[src/rtl/frame_bank_if.sv]
// Writer-side pixel handshake between the frame decoder and the bank scheduler.
`timescale 1ns/1ps
interface frame_bank_if;
    logic wr_valid;
    logic wr_data;
    logic wr_ready;

    modport master (output wr_valid, output wr_data, input wr_ready);
    modport slave  (input wr_valid, input wr_data, output wr_ready);
endinterface

[src/rtl/frame_bank_scheduler.sv]
// Ping-pong scheduler for two frame banks: the writer fills the back bank, and the
// banks swap only at a display frame boundary once the back frame is complete.
`timescale 1ns/1ps
module frame_bank_scheduler #(
    parameter int PIXELS_PER_FRAME = 1280,
    parameter int ADDR_W           = 11,
    parameter int DROP_W           = 8
) (
    input  logic              CLK_40,
    input  logic              reset,
    input  logic              init,
    frame_bank_if.slave       wr,
    input  logic              rd_frame_start,
    output logic              wr_en_b1,
    output logic              wr_en_b2,
    output logic [ADDR_W-1:0] wr_addr,
    output logic              wr_data_q,
    output logic              rd_bank_sel,
    output logic              display_valid,
    output logic              frame_swap,
    output logic [DROP_W-1:0] dropped_frames
);

    localparam logic [1:0] S_IDLE = 2'd0;
    localparam logic [1:0] S_FILL = 2'd1;
    localparam logic [1:0] S_WAIT = 2'd2;

    localparam logic [ADDR_W-1:0] LAST_PIX = ADDR_W'(PIXELS_PER_FRAME - 1);

    logic [1:0]        state_q, state_d;
    logic [ADDR_W-1:0] cnt_q, cnt_d;
    logic [ADDR_W-1:0] addr_q, addr_d;
    logic              data_q, data_d;
    logic              wen_b1_q, wen_b1_d;
    logic              wen_b2_q, wen_b2_d;
    logic              sel_q, sel_d;
    logic              dv_q, dv_d;
    logic              swap_q, swap_d;
    logic [DROP_W-1:0] drop_q, drop_d;

    logic xfer;

    assign wr.wr_ready = (state_q == S_FILL);
    assign xfer        = wr.wr_valid && (state_q == S_FILL);

    always_comb begin
        state_d  = state_q;
        cnt_d    = cnt_q;
        addr_d   = addr_q;
        data_d   = data_q;
        wen_b1_d = 1'b0;
        wen_b2_d = 1'b0;
        sel_d    = sel_q;
        dv_d     = dv_q;
        swap_d   = 1'b0;
        drop_d   = drop_q;

        case (state_q)
            S_IDLE: begin
                if (init) state_d = S_FILL;
            end
            S_FILL: begin
                // A boundary during a fill leaves the front bank in place and is counted.
                if (rd_frame_start && (drop_q != '1))
                    drop_d = drop_q + DROP_W'(1);
                if (xfer) begin
                    // Back bank is the one the display is not reading.
                    wen_b1_d = sel_q;
                    wen_b2_d = ~sel_q;
                    addr_d   = cnt_q;
                    data_d   = wr.wr_data;
                    if (cnt_q == LAST_PIX) begin
                        cnt_d   = '0;
                        state_d = S_WAIT;
                    end else begin
                        cnt_d = cnt_q + ADDR_W'(1);
                    end
                end
            end
            S_WAIT: begin
                if (rd_frame_start) begin
                    sel_d   = ~sel_q;
                    dv_d    = 1'b1;
                    swap_d  = 1'b1;
                    state_d = S_FILL;
                end
            end
            default: state_d = S_IDLE;
        endcase
    end

    always_ff @(posedge CLK_40 or negedge reset) begin
        if (!reset) begin
            state_q  <= S_IDLE;
            cnt_q    <= '0;
            addr_q   <= '0;
            data_q   <= 1'b0;
            wen_b1_q <= 1'b0;
            wen_b2_q <= 1'b0;
            sel_q    <= 1'b1;
            dv_q     <= 1'b0;
            swap_q   <= 1'b0;
            drop_q   <= '0;
        end else begin
            state_q  <= state_d;
            cnt_q    <= cnt_d;
            addr_q   <= addr_d;
            data_q   <= data_d;
            wen_b1_q <= wen_b1_d;
            wen_b2_q <= wen_b2_d;
            sel_q    <= sel_d;
            dv_q     <= dv_d;
            swap_q   <= swap_d;
            drop_q   <= drop_d;
        end
    end

    assign wr_en_b1       = wen_b1_q;
    assign wr_en_b2       = wen_b2_q;
    assign wr_addr        = addr_q;
    assign wr_data_q      = data_q;
    assign rd_bank_sel    = sel_q;
    assign display_valid  = dv_q;
    assign frame_swap     = swap_q;
    assign dropped_frames = drop_q;

endmodule

[src/flat_wrapper.sv]
// flat-port wrapper written by rule: the top's interface ports become plain ports
module frame_bank_scheduler_flat 
#(
    parameter int PIXELS_PER_FRAME = 1280,
    parameter int ADDR_W           = 11,
    parameter int DROP_W           = 8
)
  (CLK_40, reset, init, rd_frame_start, wr_en_b1, wr_en_b2, wr_addr, wr_data_q, rd_bank_sel, display_valid, frame_swap, dropped_frames, wr_wr_valid, wr_wr_data, wr_wr_ready);
  frame_bank_if wr_i ();
  input  logic CLK_40;
  input  logic reset;
  input  logic init;
  input  logic rd_frame_start;
  output logic wr_en_b1;
  output logic wr_en_b2;
  output logic [ADDR_W-1:0] wr_addr;
  output logic wr_data_q;
  output logic rd_bank_sel;
  output logic display_valid;
  output logic frame_swap;
  output logic [DROP_W-1:0] dropped_frames;
  input wire logic [$bits(wr_i.wr_valid)-1:0] wr_wr_valid;
  input wire logic [$bits(wr_i.wr_data)-1:0] wr_wr_data;
  output wire logic [$bits(wr_i.wr_ready)-1:0] wr_wr_ready;
  assign wr_i.wr_valid = wr_wr_valid;
  assign wr_i.wr_data = wr_wr_data;
  assign wr_wr_ready = wr_i.wr_ready;
  frame_bank_scheduler #(.PIXELS_PER_FRAME(PIXELS_PER_FRAME), .ADDR_W(ADDR_W), .DROP_W(DROP_W)) u_core (.CLK_40(CLK_40), .reset(reset), .init(init), .wr(wr_i), .rd_frame_start(rd_frame_start), .wr_en_b1(wr_en_b1), .wr_en_b2(wr_en_b2), .wr_addr(wr_addr), .wr_data_q(wr_data_q), .rd_bank_sel(rd_bank_sel), .display_valid(display_valid), .frame_swap(frame_swap), .dropped_frames(dropped_frames));
endmodule
[config.mk]
export PLATFORM = sky130hd
export DESIGN_NAME = frame_bank_scheduler_flat
export DESIGN_NICKNAME = d
export VERILOG_FILES = /design/src/rtl/frame_bank_if.sv /design/src/rtl/frame_bank_scheduler.sv /design/src/flat_wrapper.sv
export SDC_FILE = /design/constraint.sdc
export NUM_CORES = 1
export LEC_CHECK = 0
export CORE_MARGIN = 5
export CORE_UTILIZATION = 25
export CTS_CLUSTER_SIZE = 24
export DETAILED_ROUTE_END_ITERATION = 10
export PLACE_DENSITY = 0.52
export SYNTH_ARGS = -nofsm -noshare
export SYNTH_HDL_FRONTEND = slang
export SYNTH_SLANG_ARGS = --single-unit
export TNS_END_PERCENT = 50
[constraint.sdc]
create_clock -name CLK_40 -period 1.34 [get_ports CLK_40]
set_input_delay 0.268 -clock CLK_40 [delete_from_list [all_inputs] [get_ports CLK_40]]
set_output_delay 0.268 -clock CLK_40 [all_outputs]
set_load 0.02 [all_outputs]
==> results.cfg <==
[detailed_routing]
route.detailed.drc = 0
route.vias.total = 1308
detail-route-antenna-nets = 0
viasPerCell = 4.25
drt-total-wl_mm = 3.69
dr.first_iter.drc_count = 17
wl_per_cell_um = 12.0
dr.pass1.iters = 4

[yosys]
synth_commonest_cells = nand2_1 (45), dfrtp_1 (37), nor2_1 (11)
avgSynthCellArea_sq_um = 10.5
synth_fa_ha_area_frac = 0.0152
synth_compound_area_frac = 0.0515
synth.most_common_cell = nand2_1
synth_top_family_by_area = simple AND/OR/NAND/NOR gates
synthSimpleGateAreaFrac = 0.259
synth_xor_area_frac = 0.0742
muxShareOfSynthArea = 0.00682
yosysWarnings = 0
synth_edf_count = 0
synthesis.nets = 166
ys.flop_type = dfrtp_1
synth_cells = 158
ys_seq_elements = 38
synth_top_area_cell = dfrtp_1
async_flop_share = 1.00
ys_seq_area_frac = 0.577
ys_types = 36
synth_top_area_share = 0.561
synth_area_leaders = dfrtp_1 (56%), nand2_1 (10%), xor2_1 (5.3%)
synth_area_sq_um = 1650

[placement]
gp_congestion = 0.750
io_buffers = 31
dp_hpwl_mm = 2.72

[clock_network]
clockBufferDepth = 2
cts_tree = yes
htree_levels = 2
cts_made_buffers = 5
cts_root_buffer = clkbuf_8
clkSlewWorstSetupHoldPaths_ns = 0.08
cts_num_sinks = 38
worstSkewPairLatency_ns = 0.29

[timing]
setup_viol = 10
finalMaxSlewViolations = 0
hold_viol = 0
fin_skew_ns = 0.00398
tightestPinTransition_ns = 0.394
max_slew_margin = 0.737
final.setup.tns_ns = -0.279
fin_crit_sh = 1.07
rsz0062_at_grt = yes
period_needed_ns = 1.44
timing.final.ws_setup_ns = -0.0950
hold_ws_ns = 0.431
fmax_ghz = 0.697

[layout]
nets = 238
fillers = 656
drive_gt1_frac = 0.346
diodes = 0
syn_to_final_growth_pct = 53.6

[critical_path]
critical_path_arrival_ns = 1.61
required_ns = 1.51
path_max_fanout = 8
slowest_stage = dfrtp_2
crit_type = reg -> reg
cp_cell_sequence = nand4_1, o211ai_4, mux2_4
critical-path-max-stage-delay_ns = 0.40
crit_path_end_kind = flop
start_kind = flop

[power]
p_total_mw = 4.11
cellLeakagePower_nw = 1.29
powerDensity_nw_per_um2 = 1620
vdd_drop_max_mv = 1.03

[global_route]
grt_usage = 0.0956
grt_max_degree = 17
grt_pass1_vias = 1368
grt_pass1_wl_mm = 6.42
antenna_found_initial = 0
grt_overflow = 0

[outcome]
violations = negative setup slack
outcome = complete, but fails checks

[run]
drv_cap = 0

[floorplanning]
ioPinCount = 32
dieHeight_um = 91.3
initial_core_util = 0.259
die_w_um = 91.3
core_sq_um = 6390
core.rowCount = 29
dieArea_sq_um = 8330

[min_path]
min_path_type = in -> async
==> where the power goes <==
| part | switching (mW) | internal [mW] |
|---|---|---|
| Sequential | 0.206 | 1.39 |
| Combinational | 0.651 | 0.648 |
| Clock | 0.412 | 0.794 |
| Total | 1.27 | 2.84 |
==> final timing paths <==
| path | from | endpoint | slack, ns | cells after the start |
|---|---|---|---|---|
| hold reg to reg | u_core.display_valid | u_core.display_valid | 0.46 | 1 |
| hold / removal | reset | u_core.cnt_q[0] | 0.43 | 2 |
| setup / recovery | u_core.dropped_frames[3] | u_core.dropped_frames[1] | -0.1 | 3 |
| min in group CLK_40 | u_core.display_valid | u_core.display_valid | 0.46 | 1 |
| max in group asynchronous | reset | u_core.dropped_frames[0] | 0.43 | 3 |
| setup reg to reg | u_core.dropped_frames[3] | u_core.dropped_frames[1] | -0.1 | 3 |
==> critical path, delay by kind of cell, from the launching register on <==
family             cells  cell delay [ns]
and+or+nand+nor        1             0.21
muxes                  1             0.33
AOI/OAI and AO/OA      1             0.38
DFF                    1             0.40
==> per-layer routing <==
metal	up-vias	share of wire	GRT usage
li1	668	-	-
met1	609	0.45	0.118
met2	27	0.48	0.151
met3	4	0.061	0.0339
met4	0	0.012	0.0403
met5	-	0	0
==> cell families after synthesis <==
group                      Yosys count
muxes                                1
and+or+nand+nor                     87
AOI/OAI and AO/OA                   10
xor gates and xnor gates            14
DFF                                 38
adders and majority gates            2
buffers and inverters                6
==> area by class of cell <==
class | count | area (sq um) | share of cell area
Sequential cell | 38 | 957 | 0.377
Multi-Input combinational cell | 114 | 762 | 0.300
Timing Repair Buffer | 69 | 571 | 0.225
Tap cell | 77 | 96.3 | 0.0380
Clock buffer | 6 | 82.6 | 0.0326
Clock inverter | 2 | 60.1 | 0.0237
Inverter | 2 | 7.51 | 0.00296
==> through the flow <==
| stage | area, sq um | instances | util | worst slack [ns] |
|---|---|---|---|---|
| floorplan | 1680 | 158 | - | -0.0747 |
| global placement | 2300 | 292 | 0.360 | -0.350 |
| detailed placement | 2300 | 292 | 0.360 | -0.367 |
| CTS | 2430 | 301 | 0.381 | -0.163 |
| global route | 2540 | 308 | 0.397 | -0.143 |
| finish | 2540 | 308 | 0.397 | -0.0950 |
==> registers in the layout (all words and copies together), names as in the netlist <==
signal                 count
u_core.cnt_q              11
u_core.display_valid       1
u_core.dropped_frames      8
u_core.frame_swap          1
u_core.rd_bank_sel         1
u_core.state_q             2
u_core.wr_addr            11
u_core.wr_data_q           1
u_core.wr_en_b1            1
u_core.wr_en_b2            1
==> what timing repair did <==
| action | in CTS | in global routing |
|---|---|---|
| setup buffers | 0 | 7 |
| pin swaps | 7 | 10 |
| hold endpoints to repair | 12 | 0 |
| endpoints found under the setup margin | 37 | 28 |
| hold buffers | 1 | 0 |
| resized for setup | 39 | 25 |
==> layout by cell type, fill, tap and decap left out, types with 2 or more instances in the layout <==
cell	synthesis	layout
nand2_1	45	45
nand3_1	7	4
clkbuf_8	0	6
nand4_1	3	3
bufinv_16	0	2
buf_4	1	35
buf_6	0	3
clkdlybuf4s50_1	0	4
nor2b_1	2	2
xor2_1	10	10
nand3b_1	2	2
clkbuf_2	0	3
dfrtp_2	0	4
nor2_1	11	8
xnor2_1	4	4
o211ai_1	2	2
nand3_2	0	2
dlygate4sd2_1	0	17
dfrtp_1	37	33
nor2_2	0	2
or3_4	1	2
clkdlybuf4s15_1	0	3
nor3_2	1	4
a21o_1	2	2
inv_1	2	2
buf_2	1	2
Note: power is estimated with default switching activity, not from simulation.
